<file path="config.mk">
export PLATFORM = sky130hd
export DESIGN_NAME = mdio_master_flat
export DESIGN_NICKNAME = d
export VERILOG_FILES = /design/src/rtl/mdio_master_if.sv /design/src/rtl/mdio_master.sv /design/src/flat_wrapper.sv
export SDC_FILE = /design/constraint.sdc
export NUM_CORES = 1
export LEC_CHECK = 0
export ABC_AREA = 1
export CORE_MARGIN = 5
export CORE_UTILIZATION = 50
export DETAILED_ROUTE_END_ITERATION = 10
export GPL_TIMING_DRIVEN = 0
export PLACE_DENSITY_LB_ADDON = 0.08
export SETUP_SLACK_MARGIN = 0.4
export SYNTH_ARGS = -nofsm -noshare
export SYNTH_HDL_FRONTEND = slang
export SYNTH_SLANG_ARGS = --single-unit
</file>
<file path="constraint.sdc">
create_clock -name clk -period 4.47 [get_ports clk]
set_input_delay 0.894 -clock clk [delete_from_list [all_inputs] [get_ports clk]]
set_output_delay 0.894 -clock clk [all_outputs]
set_load 0.05 [all_outputs]
</file>
<file path="src/rtl/mdio_master_if.sv">
// Command/status bundle between the management CPU side and the MDIO frame master.
interface mdio_master_if;
    logic        cmd_valid;
    logic        cmd_ready;
    logic        cmd_c45;
    logic [1:0]  cmd_op;
    logic [4:0]  cmd_phy;
    logic [4:0]  cmd_reg;
    logic [15:0] cmd_data;
    logic        busy;
    logic        done;
    logic [15:0] rd_data;
    logic        rd_err;

    modport master (
        output cmd_valid, cmd_c45, cmd_op, cmd_phy, cmd_reg, cmd_data,
        input  cmd_ready, busy, done, rd_data, rd_err
    );

    modport slave (
        input  cmd_valid, cmd_c45, cmd_op, cmd_phy, cmd_reg, cmd_data,
        output cmd_ready, busy, done, rd_data, rd_err
    );
endinterface

</file>
<file path="src/rtl/mdio_master.sv">
// Clause 22/45 MDIO frame master: serialises one command per frame onto MDC/MDIO, returns read data.
// Latency: busy for (PREAMBLE_LEN+32)*2*CLK_DIV cycles after handshake; cmd_ready only while idle.
module mdio_master #(
    parameter int CLK_DIV      = 4,
    parameter int PREAMBLE_LEN = 32
) (
    input  logic   clk,
    input  logic   reset,
    mdio_master_if.slave bus,
    output logic   mdc,
    output logic   mdio_out,
    output logic   mdio_oe,
    input  logic   mdio_in
);
    localparam int             DW       = (CLK_DIV > 1) ? $clog2(CLK_DIV) : 1;
    localparam logic [DW-1:0]  DIV_MAX  = DW'(CLK_DIV - 1);
    localparam logic [5:0]     PRE_LAST = 6'((PREAMBLE_LEN > 0) ? PREAMBLE_LEN - 1 : 0);

    typedef enum logic [2:0] {S_IDLE, S_PRE, S_HDR, S_TA, S_DATA} state_t;

    state_t        state_q, state_d;
    logic [5:0]    bit_cnt_q, bit_cnt_d;
    logic [DW-1:0] div_q, div_d;
    logic          mdc_q, mdc_d;
    logic          out_q, out_d;
    logic          oe_q, oe_d;
    logic          done_q, done_d;
    logic [31:0]   tx_q, tx_d;
    logic          rd_q, rd_d;
    logic [15:0]   rx_q, rx_d;
    logic          ta_err_q, ta_err_d;
    logic [15:0]   rd_data_q, rd_data_d;
    logic          rd_err_q, rd_err_d;

    always_comb begin
        state_d   = state_q;
        bit_cnt_d = bit_cnt_q;
        div_d     = div_q;
        mdc_d     = mdc_q;
        out_d     = out_q;
        oe_d      = oe_q;
        done_d    = 1'b0;
        tx_d      = tx_q;
        rd_d      = rd_q;
        rx_d      = rx_q;
        ta_err_d  = ta_err_q;
        rd_data_d = rd_data_q;
        rd_err_d  = rd_err_q;

        if (state_q == S_IDLE) begin
            if (bus.cmd_valid) begin
                rd_d  = bus.cmd_c45 ? bus.cmd_op[1] : (bus.cmd_op == 2'b10);
                // tx holds ST..DATA; TA is sent as 10 on writes and ignored on reads
                tx_d  = {1'b0, ~bus.cmd_c45, bus.cmd_op, bus.cmd_phy, bus.cmd_reg,
                         2'b10, bus.cmd_data};
                div_d = '0;
                mdc_d = 1'b0;
                oe_d  = 1'b1;
                if (PREAMBLE_LEN > 0) begin
                    state_d   = S_PRE;
                    bit_cnt_d = PRE_LAST;
                    out_d     = 1'b1;
                end else begin
                    state_d   = S_HDR;
                    bit_cnt_d = 6'd13;
                    out_d     = tx_d[31];
                end
            end
        end else if (div_q != DIV_MAX) begin
            div_d = div_q + 1'b1;
        end else begin
            div_d = '0;
            if (!mdc_q) begin
                mdc_d = 1'b1;
                if (state_q == S_TA && bit_cnt_q == 6'd0)
                    ta_err_d = mdio_in;
                if (state_q == S_DATA)
                    rx_d = {rx_q[14:0], mdio_in};
            end else begin
                mdc_d = 1'b0;
                if (state_q != S_PRE)
                    tx_d = {tx_q[30:0], 1'b0};
                if (bit_cnt_q != 6'd0) begin
                    bit_cnt_d = bit_cnt_q - 6'd1;
                end else begin
                    case (state_q)
                        S_PRE:  begin state_d = S_HDR;  bit_cnt_d = 6'd13; end
                        S_HDR:  begin state_d = S_TA;   bit_cnt_d = 6'd1;  end
                        S_TA:   begin state_d = S_DATA; bit_cnt_d = 6'd15; end
                        default: begin
                            state_d = S_IDLE;
                            done_d  = 1'b1;
                            if (rd_q) begin
                                rd_data_d = rx_q;
                                rd_err_d  = ta_err_q;
                            end
                        end
                    endcase
                end
                // Pad values only ever change here, at the start of a low phase
                if (state_d == S_IDLE) begin
                    out_d = 1'b1;
                    oe_d  = 1'b0;
                end else if (state_d == S_PRE) begin
                    out_d = 1'b1;
                    oe_d  = 1'b1;
                end else begin
                    out_d = tx_d[31];
                    oe_d  = (state_d == S_HDR) || !rd_q;
                end
            end
        end
    end

    always_ff @(posedge clk or negedge reset) begin
        if (!reset) begin
            state_q   <= S_IDLE;
            bit_cnt_q <= '0;
            div_q     <= '0;
            mdc_q     <= 1'b0;
            out_q     <= 1'b1;
            oe_q      <= 1'b0;
            done_q    <= 1'b0;
            tx_q      <= '0;
            rd_q      <= 1'b0;
            rx_q      <= '0;
            ta_err_q  <= 1'b0;
            rd_data_q <= '0;
            rd_err_q  <= 1'b0;
        end else begin
            state_q   <= state_d;
            bit_cnt_q <= bit_cnt_d;
            div_q     <= div_d;
            mdc_q     <= mdc_d;
            out_q     <= out_d;
            oe_q      <= oe_d;
            done_q    <= done_d;
            tx_q      <= tx_d;
            rd_q      <= rd_d;
            rx_q      <= rx_d;
            ta_err_q  <= ta_err_d;
            rd_data_q <= rd_data_d;
            rd_err_q  <= rd_err_d;
        end
    end

    assign bus.cmd_ready = (state_q == S_IDLE);
    assign bus.busy      = (state_q != S_IDLE);
    assign bus.done      = done_q;
    assign bus.rd_data   = rd_data_q;
    assign bus.rd_err    = rd_err_q;
    assign mdc           = mdc_q;
    assign mdio_out      = out_q;
    assign mdio_oe       = oe_q;
endmodule

</file>
<file path="src/flat_wrapper.sv">
// flat-port wrapper written by rule: the top's interface ports become plain ports
module mdio_master_flat 
#(
    parameter int CLK_DIV      = 4,
    parameter int PREAMBLE_LEN = 32
)
  (clk, reset, mdc, mdio_out, mdio_oe, mdio_in, bus_cmd_valid, bus_cmd_c45, bus_cmd_op, bus_cmd_phy, bus_cmd_reg, bus_cmd_data, bus_cmd_ready, bus_busy, bus_done, bus_rd_data, bus_rd_err);
  mdio_master_if bus_i ();
  input  logic clk;
  input  logic reset;
  output logic mdc;
  output logic mdio_out;
  output logic mdio_oe;
  input  logic mdio_in;
  input wire logic [$bits(bus_i.cmd_valid)-1:0] bus_cmd_valid;
  input wire logic [$bits(bus_i.cmd_c45)-1:0] bus_cmd_c45;
  input wire logic [$bits(bus_i.cmd_op)-1:0] bus_cmd_op;
  input wire logic [$bits(bus_i.cmd_phy)-1:0] bus_cmd_phy;
  input wire logic [$bits(bus_i.cmd_reg)-1:0] bus_cmd_reg;
  input wire logic [$bits(bus_i.cmd_data)-1:0] bus_cmd_data;
  output wire logic [$bits(bus_i.cmd_ready)-1:0] bus_cmd_ready;
  output wire logic [$bits(bus_i.busy)-1:0] bus_busy;
  output wire logic [$bits(bus_i.done)-1:0] bus_done;
  output wire logic [$bits(bus_i.rd_data)-1:0] bus_rd_data;
  output wire logic [$bits(bus_i.rd_err)-1:0] bus_rd_err;
  assign bus_i.cmd_valid = bus_cmd_valid;
  assign bus_i.cmd_c45 = bus_cmd_c45;
  assign bus_i.cmd_op = bus_cmd_op;
  assign bus_i.cmd_phy = bus_cmd_phy;
  assign bus_i.cmd_reg = bus_cmd_reg;
  assign bus_i.cmd_data = bus_cmd_data;
  assign bus_cmd_ready = bus_i.cmd_ready;
  assign bus_busy = bus_i.busy;
  assign bus_done = bus_i.done;
  assign bus_rd_data = bus_i.rd_data;
  assign bus_rd_err = bus_i.rd_err;
  mdio_master #(.CLK_DIV(CLK_DIV), .PREAMBLE_LEN(PREAMBLE_LEN)) u_core (.clk(clk), .reset(reset), .bus(bus_i), .mdc(mdc), .mdio_out(mdio_out), .mdio_oe(mdio_oe), .mdio_in(mdio_in));
endmodule
</file>
==> results of run 1 <==
==> state kept, by name, summed over array words and instances (netlist names) <==
name / flops
u_core.tx_q: 32
u_core.div_q: 2
u_core.bus.done: 1
u_core.mdc: 1
u_core.bit_cnt_q: 6
u_core.state_q: 3
u_core.ta_err_q: 1
u_core.mdio_oe: 1
u_core.rx_q: 16
u_core.bus.rd_err: 1
u_core.bus.rd_data: 16
u_core.rd_q: 1
u_core.mdio_out: 1
==> metal layers <==
| layer | GRT usage [%] | share of wire (%) |
|---|---|---|
| met3 | 4.69 | 4.4 |
| met5 | 0 | 0 |
| met1 | 25.6 | 46 |
| met2 | 30.6 | 48 |
| met4 | 6.87 | 1.3 |
==> power groups by stage <==
stage                     combinational [uW]  sequential, uW  clock (uW)
after floorplan                        0.644             756           0
after global placement                  45.4             756           0
after detailed placement                47.9             756           0
after CTS                               48.2             741         634
after global routing                    51.5             741         664
final                                   46.8             741         619
==> path summary, 6_finish.rpt <==
check | start | to | slack [ns] | depth (start not counted)
worst max register to register | u_core.state_q[1] | u_core.tx_q[27] | 2.60 | 11
min in group clk | u_core.tx_q[22] | u_core.tx_q[22] | 0.48 | 2
max in group asynchronous | reset | u_core.tx_q[19] | 3.46 | 2
worst max-delay path | u_core.state_q[1] | bus_cmd_ready | 0.91 | 5
worst min-delay path | reset | u_core.bit_cnt_q[5] | 0.42 | 1
worst min register to register | u_core.tx_q[22] | u_core.tx_q[22] | 0.48 | 2
==> final cells by class <==
| cell class | instances | area share (%) |
|---|---|---|
| flip-flops and latches | 82 | 44.4 |
| multi-input cells | 290 | 30.0 |
| repair buffers | 56 | 12.4 |
| inverters | 42 | 3.46 |
| clock buffers | 9 | 2.68 |
| well taps | 99 | 2.68 |
| clock inverters | 7 | 2.24 |
| plain buffers | 17 | 2.11 |
==> Yosys cell counts (3+ instances only) <==
cell type / number / share of area [%]
a21oi_1: 4 / 0.54
a22o_1: 24 / 5.7
buf_2: 3 / 0.41
buf_4: 4 / 0.81
clkbuf_1: 7 / 0.71
dfrtp_1: 81 / 55
ha_1: 3 / 1.0
inv_1: 36 / 3.7
inv_2: 5 / 0.51
nand2_1: 161 / 16
nand3_1: 13 / 1.8
nor2_1: 14 / 1.4
nor2_4: 3 / 0.91
nor3_1: 3 / 0.41
o21ai_0: 30 / 4.1
o21ai_1: 23 / 3.1
==> cells in the final DEF, fill, tap and decap left out, types with 2 or more instances in the layout <==
| cell | netlist | layout |
|---|---|---|
| o21ai_0 | 30 | 30 |
| bufinv_16 | 0 | 2 |
| nor3_1 | 3 | 3 |
| ha_1 | 3 | 3 |
| inv_1 | 36 | 36 |
| a31oi_1 | 2 | 2 |
| nand2_2 | 2 | 2 |
| o21ai_1 | 23 | 23 |
| a22o_1 | 24 | 24 |
| buf_2 | 3 | 3 |
| inv_2 | 5 | 5 |
| buf_4 | 4 | 5 |
| nand2_1 | 161 | 161 |
| buf_6 | 2 | 2 |
| clkbuf_8 | 0 | 9 |
| nor2_4 | 3 | 3 |
| dfrtp_1 | 81 | 81 |
| clkdlybuf4s50_1 | 0 | 54 |
| clkbuf_1 | 7 | 7 |
| inv_6 | 0 | 4 |
| nand3_1 | 13 | 13 |
| nor2_1 | 14 | 14 |
| o22ai_1 | 2 | 2 |
| a21oi_1 | 4 | 4 |
==> through the flow <==
step	setup TNS, ns	total power [uW]	worst slack [ns]
after floorplan	0	757	2.23
after global placement	-37.91	802	-0.474
final	0	1410	0.913
after CTS	0	1420	0.933
after detailed placement	0	804	1.35
after global routing	0	1460	0.801
==> kinds of logic after synthesis <==
| group | Yosys count |
|---|---|
| simple gates | 198 |
| compound gates | 88 |
| flops | 82 |
| buf+inv | 59 |
| fa+ha+maj | 3 |
| xor+xnor | 1 |
==> key figures, run 1 <==
Run status
  • Run status: completed

Synthesis
  • Register area share after synthesis: 55.5%
  • Synth Area in XOR/XNOR: less than 1%
  • Ys flop type: dfrtp_1
  • Post-synthesis compound-gate area fraction: between 10% and 20%
  • Post-synth EDFFs: 0
  • Main combinational cell family by area after synthesis: simple AND/OR/NAND/NOR gates
  • Async S/R FF share, synth: 100%
  • Syn Inst Count: 431
  • Syn. warnings: 0
  • Post-Syn Area: roughly 3700 um2
  • Mux contribution to synthesized area: 0%
  • Syn Nets: 467
  • #FFs+latches synth: 82
  • Post-synth cell types: 29
  • Post-synthesis simple-gate area fraction: 21.6%
  • Syn_area_per_cell: 8.59 um2
  • Adder-Cell Fraction of Synth Area: under 10%

Placement
  • Port buffer count: 55
  • Post-DP HPWL: around 5.7 mm
  • Dpl cells: 586
  • DP Area: around 4400 um2
  • Placer congestion estimate: roughly 0.9

Route
  • Vias: ~3000
  • DRT antenna net count: 0
  • Via-per-instance ratio: ~5.1
  • Detailed Route WL: around 7.9 mm
  • Drt first pass iters: 4
  • DRC: 0
  • Wire per inst: 13.2 um
  • Starting DRT DRC Count: 100

Clock tree
  • CTS tree: yes
  • Clk pin slew, worst setup/hold paths: 0.09 ns
  • CTS Root Cell: clkbuf_8
  • Clock H-tree levels: 3
  • Post-CTS resize count: 0
  • Clk sinks: 82
  • Buffer depth of the longest clock path: 2
  • Cts hold-fix bufs: 0
  • Setup bufs post-CTS: 0
  • Worst-Skew Late Latency: between 0.3 and 0.4 ns
  • CTS buffer count: 9

Global routing
  • Initial antenna violation count: 0
  • Largest net degree at the start of global routing: 62
  • Global route overflow: 0
  • Vias in the first global route: 3000
  • Total track usage: 19.2%
  • First-pass GRT wire length: approximately 14 mm

Power
  • Clock group share of total power: about 44%
  • Combinational share of power: roughly 3.3%
  • Flop pwr share: between 50 and 60%
  • PwrDens: 304 nW/um2
  • Peak supply drop: around 0.20 mV
  • P_sw: 315 uW
  • Switch share: between 20 and 25%
  • Internal: 1090 uW
  • Lkg Pwr: 0.00225 uW

Critical path
  • CP Class: flip-flop to output port
  • Crit-path leading delay family: buffers and inverters
  • CP Buf/Inv Count: 3
  • Critical Path RT: approximately 3.6 ns
  • Crit path max fanout: 10
  • CP cell instances: nor2_1, nand2_1, inv_2, clkbuf_1, clkdlybuf4s50_1
  • Slowest stage delay, CP: roughly 0.92 ns
  • Slowest cell on crit path: clkdlybuf4s50_1
  • Worst setup EP type: output port
  • Crit path DAT: about 2.7 ns
  • Crit start category: flip-flop

Timing
  • Skew final: about 0.014 ns
  • Final hold slack: roughly 0.42 ns
  • Number of pins with negative max-slew slack in the final report: 0
  • Least-Margin Pin Slew: 0.636 ns
  • Min Tclk post-route: between 3 and 4 ns
  • Achievable frequency: 0.281 GHz
  • Final Cycle Share: 79.6%
  • Relative slew slack: between 50% and 60%
  • Setup violators final: 0
  • RSZ-0062 raised after global routing: false
  • Final Hold Fails: 0

Layout
  • Fin cells: 602
  • Reg area: roughly 2100 um2
  • Cell area after layout: 4630 um2
  • ANT cells: 0
  • Nets: between 500 and 600
  • Multi-input logic area: 1390 um2
  • Post-layout util: between 60 and 70%
  • Syn-to-layout area delta: 25.1%
  • Share of cells above drive strength 1: 8.35%
  • Layout filler cell count: 652

Die
  • Die Area: 9220 um2
  • Core area: between 7000 and 8000 um2
  • Die extent in x: around 96 um
  • IO Count: 56
  • Std cell rows: 31
  • Starting density of the core: roughly 51%
  • Die Ht: approximately 96 um

Flow run
  • Max Cap Viol: 0

Worst hold path
  • Hold/Removal Path Class: primary input to async pin
No activity file was read; power rests on OpenSTA's default activity.
==> run 2, diff against run 1 <==
==> constraint.sdc (replaced) <==
create_clock -name clk -period 3.3 [get_ports clk]
set_input_delay 0.66 -clock clk [delete_from_list [all_inputs] [get_ports clk]]
set_output_delay 0.66 -clock clk [all_outputs]
set_load 0.05 [all_outputs]
==> key figures, run 2 (same netlist as run 1, synthesis figures left out) <==
Worst hold path
  • Hold/Removal Path Class: primary input to async pin

Route
  • Vias: 3061 (-0.26%)
  • Starting DRT DRC Count: 108 (+8.0%)
  • Detailed Route WL: 7.95 mm (+0.10%)
  • Via-per-instance ratio: 5.08 (-0.26%)
  • Wire per inst: 13.2 um (+0.10%)
  • Drt first pass iters: 4 (unchanged)
  • DRC: 0 (unchanged)
  • DRT antenna net count: 0 (unchanged)

Clock tree
  • Clock H-tree levels: 3 (unchanged)
  • Clk pin slew, worst setup/hold paths: 0.09 ns (about the same)
  • CTS tree: yes
  • Clk sinks: 82 (unchanged)
  • CTS Root Cell: clkbuf_8
  • CTS buffer count: 9 (unchanged)
  • Worst-Skew Late Latency: 0.36 ns (about the same)
  • Buffer depth of the longest clock path: 2 (unchanged)

Critical path
  • Register-to-Register Path Depth: 11 (unchanged)
  • Critical Path RT: 2.64 ns (-0.94 ns)
  • Worst r2r dst: u_core.tx_q[27]
  • Reg-to-Reg Start: u_core.state_q[1]
  • Crit path max fanout: 10 (unchanged)
  • Crit path from: u_core.state_q[1]
  • Crit start category: flip-flop
  • CP Class: flip-flop to output port
  • R2R Setup Slk: 1.42 ns (-1.18 ns)
  • Worst setup EP type: output port
  • Crit path DAT: 2.10 ns (-0.56 ns)

Placement
  • Placer congestion estimate: 0.925 (unchanged)
  • Post-DP HPWL: 5.72 mm (unchanged)
  • Dpl cells: 586 (unchanged)
  • Port buffer count: 55 (unchanged)

Power
  • PwrDens: 412 nW/um2 (+35%)
  • Lkg Pwr: 0.00226 uW (+0.27%)
  • Total power: 1910 uW (+35%)
  • Peak supply drop: 0.275 mV (+36%)

Layout
  • ANT cells: 0 (unchanged)
  • Nets: 534 (unchanged)
  • Syn-to-layout area delta: 25.0% (about the same)
  • Post-layout util: 64.1% (about the same)
  • Share of cells above drive strength 1: 8.55% (+0.20 points)
  • Most frequent cells in the layout: nand2_1 (161), dfrtp_1 (81), clkdlybuf4s50_1 (52)
  • Max reg flops: 32 (unchanged)
  • Most flops, register: u_core.tx_q
  • Most common cell after layout, fill and taps aside: nand2_1
  • Fin cells: 602 (unchanged)

Timing
  • RSZ-0062 raised after global routing: false
  • Relative slew slack: 65.8% (+8.2 points)
  • Achievable frequency: approximately 0.36 GHz
  • Min Tclk post-route: around 2.8 ns
  • Least-Margin Pin Slew: 0.513 ns (-0.123 ns)
  • Final Hold Fails: 0 (unchanged)
  • Final Cycle Share: 83.7%
  • Number of pins with negative max-slew slack in the final report: 0 (unchanged)
  • Skew final: 0.0142 ns (-0.000142 ns)
  • Setup violators final: 0 (unchanged)

Die
  • IO Count: 56 (unchanged)
  • Std cell rows: 31 (unchanged)
  • Die extent in x: 96.0 um (unchanged)
  • Starting density of the core: 51.3% (unchanged)
  • Die Area: 9220 um2 (unchanged)
  • Die Ht: 96.0 um (unchanged)
  • Core area: 7210 um2 (unchanged)

Flow run
  • Max Cap Viol: 0 (unchanged)

Run status
  • Run status: completed

Global routing
  • Initial antenna violation count: 0 (unchanged)
  • Total track usage: 19.2% (unchanged)
  • Vias in the first global route: 3000 (unchanged)
  • Largest net degree at the start of global routing: 62 (unchanged)
  • Global route overflow: 0 (unchanged)
  • First-pass GRT wire length: 13.8 mm (unchanged)
[run 2: changes by cell type in the layout (fill, tap and decap cells not counted)]
cell / before / now
clkbuf_2: 0 / 1
clkbuf_1: 7 / 6
clkdlybuf4s50_1: 54 / 52
dlygate4sd2_1: 0 / 2
[run 2: how the worst max path moves through the flow]
stage,to
2_1_floorplan,bus_cmd_ready
3_3_place_gp,u_core.tx_q[22]
3_5_place_dp,bus_cmd_ready
4_1_cts,bus_cmd_ready
5_1_grt,bus_cmd_ready
6_report,bus_cmd_ready
[run 2: report_power, final]
| part | internal [uW] | switching, uW | leakage (uW) |
|---|---|---|---|
| Sequential | 1000 | 0 | 0.00110 |
| Combinational | 36.4 | 27.0 | 0.00104 |
| Clock | 438 | 400 | 0.000115 |
| Total | 1480 | 427 | 0.00226 |
[run 2: critical path, stage by stage (launching register included)]
cell	delay, ns
dfrtp_1	0.46
nor2_1	0.16
nand2_1	0.14
inv_2	0.12
clkbuf_2	0.28
dlygate4sd2_1	0.57
[run 2: layout make-up]
cell class / count / area, um2
buffer: 17 / 98.8
clock buffer: 9 / 124
clock inverter: 7 / 104
fill: 655 / 2590
inverter: 42 / 160
multi-input combinational: 290 / 1390
sequential: 82 / 2050
tap: 99 / 124
timing repair buffer: 56 / 573
[run 2: per-stage QoR]
step / worst slack [ns] / area [um2] / TNS (ns) / hold slack (ns)
2_1_floorplan: 1.29 / 3700 / 0 / 0.364
3_3_place_gp: -1.41 / 4380 / -114.14 / 0.455
3_5_place_dp: 0.409 / 4400 / 0 / 0.460
4_1_cts: 0.319 / 4630 / 0 / 0.185
5_1_grt: 0.437 / 4630 / 0 / 0.195
6_report: 0.539 / 4630 / 0 / 0.188
[run 2: timing repair]
action                     CTS  global route
hold buffers                 0             0
setup endpoints to repair    2             1
pin swaps                    0             0
setup buffers                0             0
gates resized for setup      2             2
[run 2: routing by layer]
metal	track usage, %	share of wire (%)
met4	6.87	1.3
met3	4.69	4.8
met2	30.6	48
met1	25.6	46
met5	0	0
==> run 3, diff against run 2 <==
==> constraint.sdc (replaced) <==
create_clock -name clk -period 2.9 [get_ports clk]
set_input_delay 0.58 -clock clk [delete_from_list [all_inputs] [get_ports clk]]
set_output_delay 0.58 -clock clk [all_outputs]
set_load 0.05 [all_outputs]
==> key figures, run 3 (same netlist as run 1, synthesis figures left out) <==
Run status
  • Run status: completed

Route
  • Starting DRT DRC Count: 104 (-3.7%)
  • Wire per inst: 13.2 um (+0.20%)
  • DRT antenna net count: 0 (unchanged)
  • Detailed Route WL: 7.96 mm (+0.20%)
  • Drt first pass iters: 4 (unchanged)
  • Vias: 3057 (-0.13%)
  • DRC: 0 (unchanged)
  • Via-per-instance ratio: 5.08 (-0.13%)

Clock tree
  • CTS buffer count: 9 (unchanged)
  • Setup bufs post-CTS: 0 (unchanged)
  • Buffer depth of the longest clock path: 2 (unchanged)
  • CTS Root Cell: clkbuf_8
  • Clock H-tree levels: 3 (unchanged)
  • Clk pin slew, worst setup/hold paths: 0.09 ns (about the same)
  • Clk sinks: 82 (unchanged)
  • Worst-Skew Late Latency: 0.36 ns (about the same)
  • CTS tree: yes

Die
  • IO Count: 56 (unchanged)
  • Core area: 7210 um2 (unchanged)
  • Die Ht: 96.0 um (unchanged)
  • Die extent in x: 96.0 um (unchanged)
  • Die Area: 9220 um2 (unchanged)
  • Starting density of the core: 51.3% (unchanged)
  • Std cell rows: 31 (unchanged)

Global routing
  • First-pass GRT wire length: 13.8 mm (unchanged)
  • Vias in the first global route: 3000 (unchanged)
  • Total track usage: 19.2% (unchanged)
  • Global route overflow: 0 (unchanged)
  • Initial antenna violation count: 0 (unchanged)
  • Largest net degree at the start of global routing: 62 (unchanged)

Layout
  • Max reg flops: 32 (unchanged)
  • Nets: 534 (unchanged)
  • Most frequent cells in the layout: nand2_1 (161), dfrtp_1 (81), clkdlybuf4s50_1 (52)
  • Cell area after layout: 4630 um2 (unchanged)
  • Share of cells above drive strength 1: 9.15% (+0.60 points)
  • Fin cells: 602 (unchanged)
  • Most flops, register: u_core.tx_q
  • Syn-to-layout area delta: 25.0% (unchanged)
  • Most common cell after layout, fill and taps aside: nand2_1
  • ANT cells: 0 (unchanged)

Placement
  • Dpl cells: 586 (unchanged)
  • Placer congestion estimate: 0.925 (unchanged)
  • Post-DP HPWL: 5.72 mm (unchanged)
  • Port buffer count: 55 (unchanged)
  • DP Area: 4400 um2 (unchanged)

Critical path
  • Reg-to-Reg Start: u_core.state_q[1]
  • Critical Path RT: 2.32 ns (-0.32 ns)
  • Crit start category: flip-flop
  • Slowest stage delay, CP: 0.46 ns (-0.11 ns)
  • Crit path max fanout: 10 (unchanged)
  • Worst setup EP type: output port
  • Crit path from: u_core.state_q[1]
  • Crit path DAT: 1.87 ns (-0.23 ns)
  • CP Class: flip-flop to output port
  • CP cell instances: nor2_1, nand2_1, inv_2, clkbuf_2, buf_2
  • Slowest cell on crit path: dfrtp_1

Timing
  • Final Cycle Share: between 80% and 90%
  • Achievable frequency: approximately 0.41 GHz
  • Min Tclk post-route: roughly 2.5 ns
  • Final Hold Fails: 0 (unchanged)
  • RSZ-0062 raised after global routing: true
  • Setup violators final: 0 (unchanged)
  • Least-Margin Pin Slew: 0.513 ns (-0.000407 ns)
  • Number of pins with negative max-slew slack in the final report: 0 (unchanged)
  • Skew final: 0.0142 ns (+0.00000160 ns)
  • Relative slew slack: 65.8% (about the same)

Power
  • Lkg Pwr: 0.00226 uW (+0.15%)
  • Peak supply drop: 0.313 mV (+14%)
  • PwrDens: 469 nW/um2 (+14%)

Worst hold path
  • Hold/Removal Path Class: primary input to async pin

Flow run
  • Max Cap Viol: 0 (unchanged)
[run 3: through the flow]
stage               hold WS, ns  setup slack [ns]  power (uW)  utilization, %  setup TNS [ns]
finish                    0.108             0.447        2170            64.1               0
global route              0.115             0.367        2240            64.1               0
CTS                       0.105             0.368        2190            64.2               0
detailed placement        0.460            0.0895        1240            61.0               0
global placement          0.455             -1.73        1240            60.6         -140.38
floorplan                 0.284             0.972        1170               -               0
[run 3: final timing paths]
| path | to | slack [ns] | cells past startpoint |
|---|---|---|---|
| max in group asynchronous | u_core.tx_q[19] | 2.21 | 2 |
| worst max-delay path | bus_cmd_ready | 0.45 | 5 |
| worst min register to register | u_core.tx_q[22] | 0.48 | 2 |
| worst min-delay path | u_core.bit_cnt_q[5] | 0.11 | 1 |
| worst max register to register | u_core.tx_q[27] | 1.01 | 11 |
| min in group clk | u_core.tx_q[22] | 0.48 | 2 |
[run 3: timing repair]
item                       4_1_cts  5_1_grt
hold buffers                     0        0
setup endpoints to repair        2        2
resized for setup                7        3
hold endpoints to repair         0        0
[run 3: per-layer routing]
| metal | track usage, % | wire length, um | vias up |
|---|---|---|---|
| li1 | - | - | 1533 |
| met1 | 25.6 | 3650 | 1452 |
| met2 | 30.6 | 3810 | 61 |
| met3 | 4.69 | 396 | 11 |
| met4 | 6.87 | 102 | 0 |
| met5 | 0 | 0 | - |
[run 3: critical path, delay by kind of cell (launching register included)]
kind,cells,cell delay (ns)
and+or+nand+nor,2,0.31
buffers and inverters,3,0.74
DFF,1,0.46
[run 3: power breakdown]
group	internal, uW	total, uW	switching [uW]
logic	41.4	72.1	30.7
registers	1140	1140	0
clock network	499	955	456
total	1680	2170	487
[run 3: area by class of cell]
type	instances	area, um2
Tap cell	99	124
Multi-Input combinational cell	290	1390
Timing Repair Buffer	56	572
Buffer	17	100
Fill cell	656	2590
Inverter	42	160
Clock inverter	7	104
Sequential cell	82	2050
Clock buffer	9	124
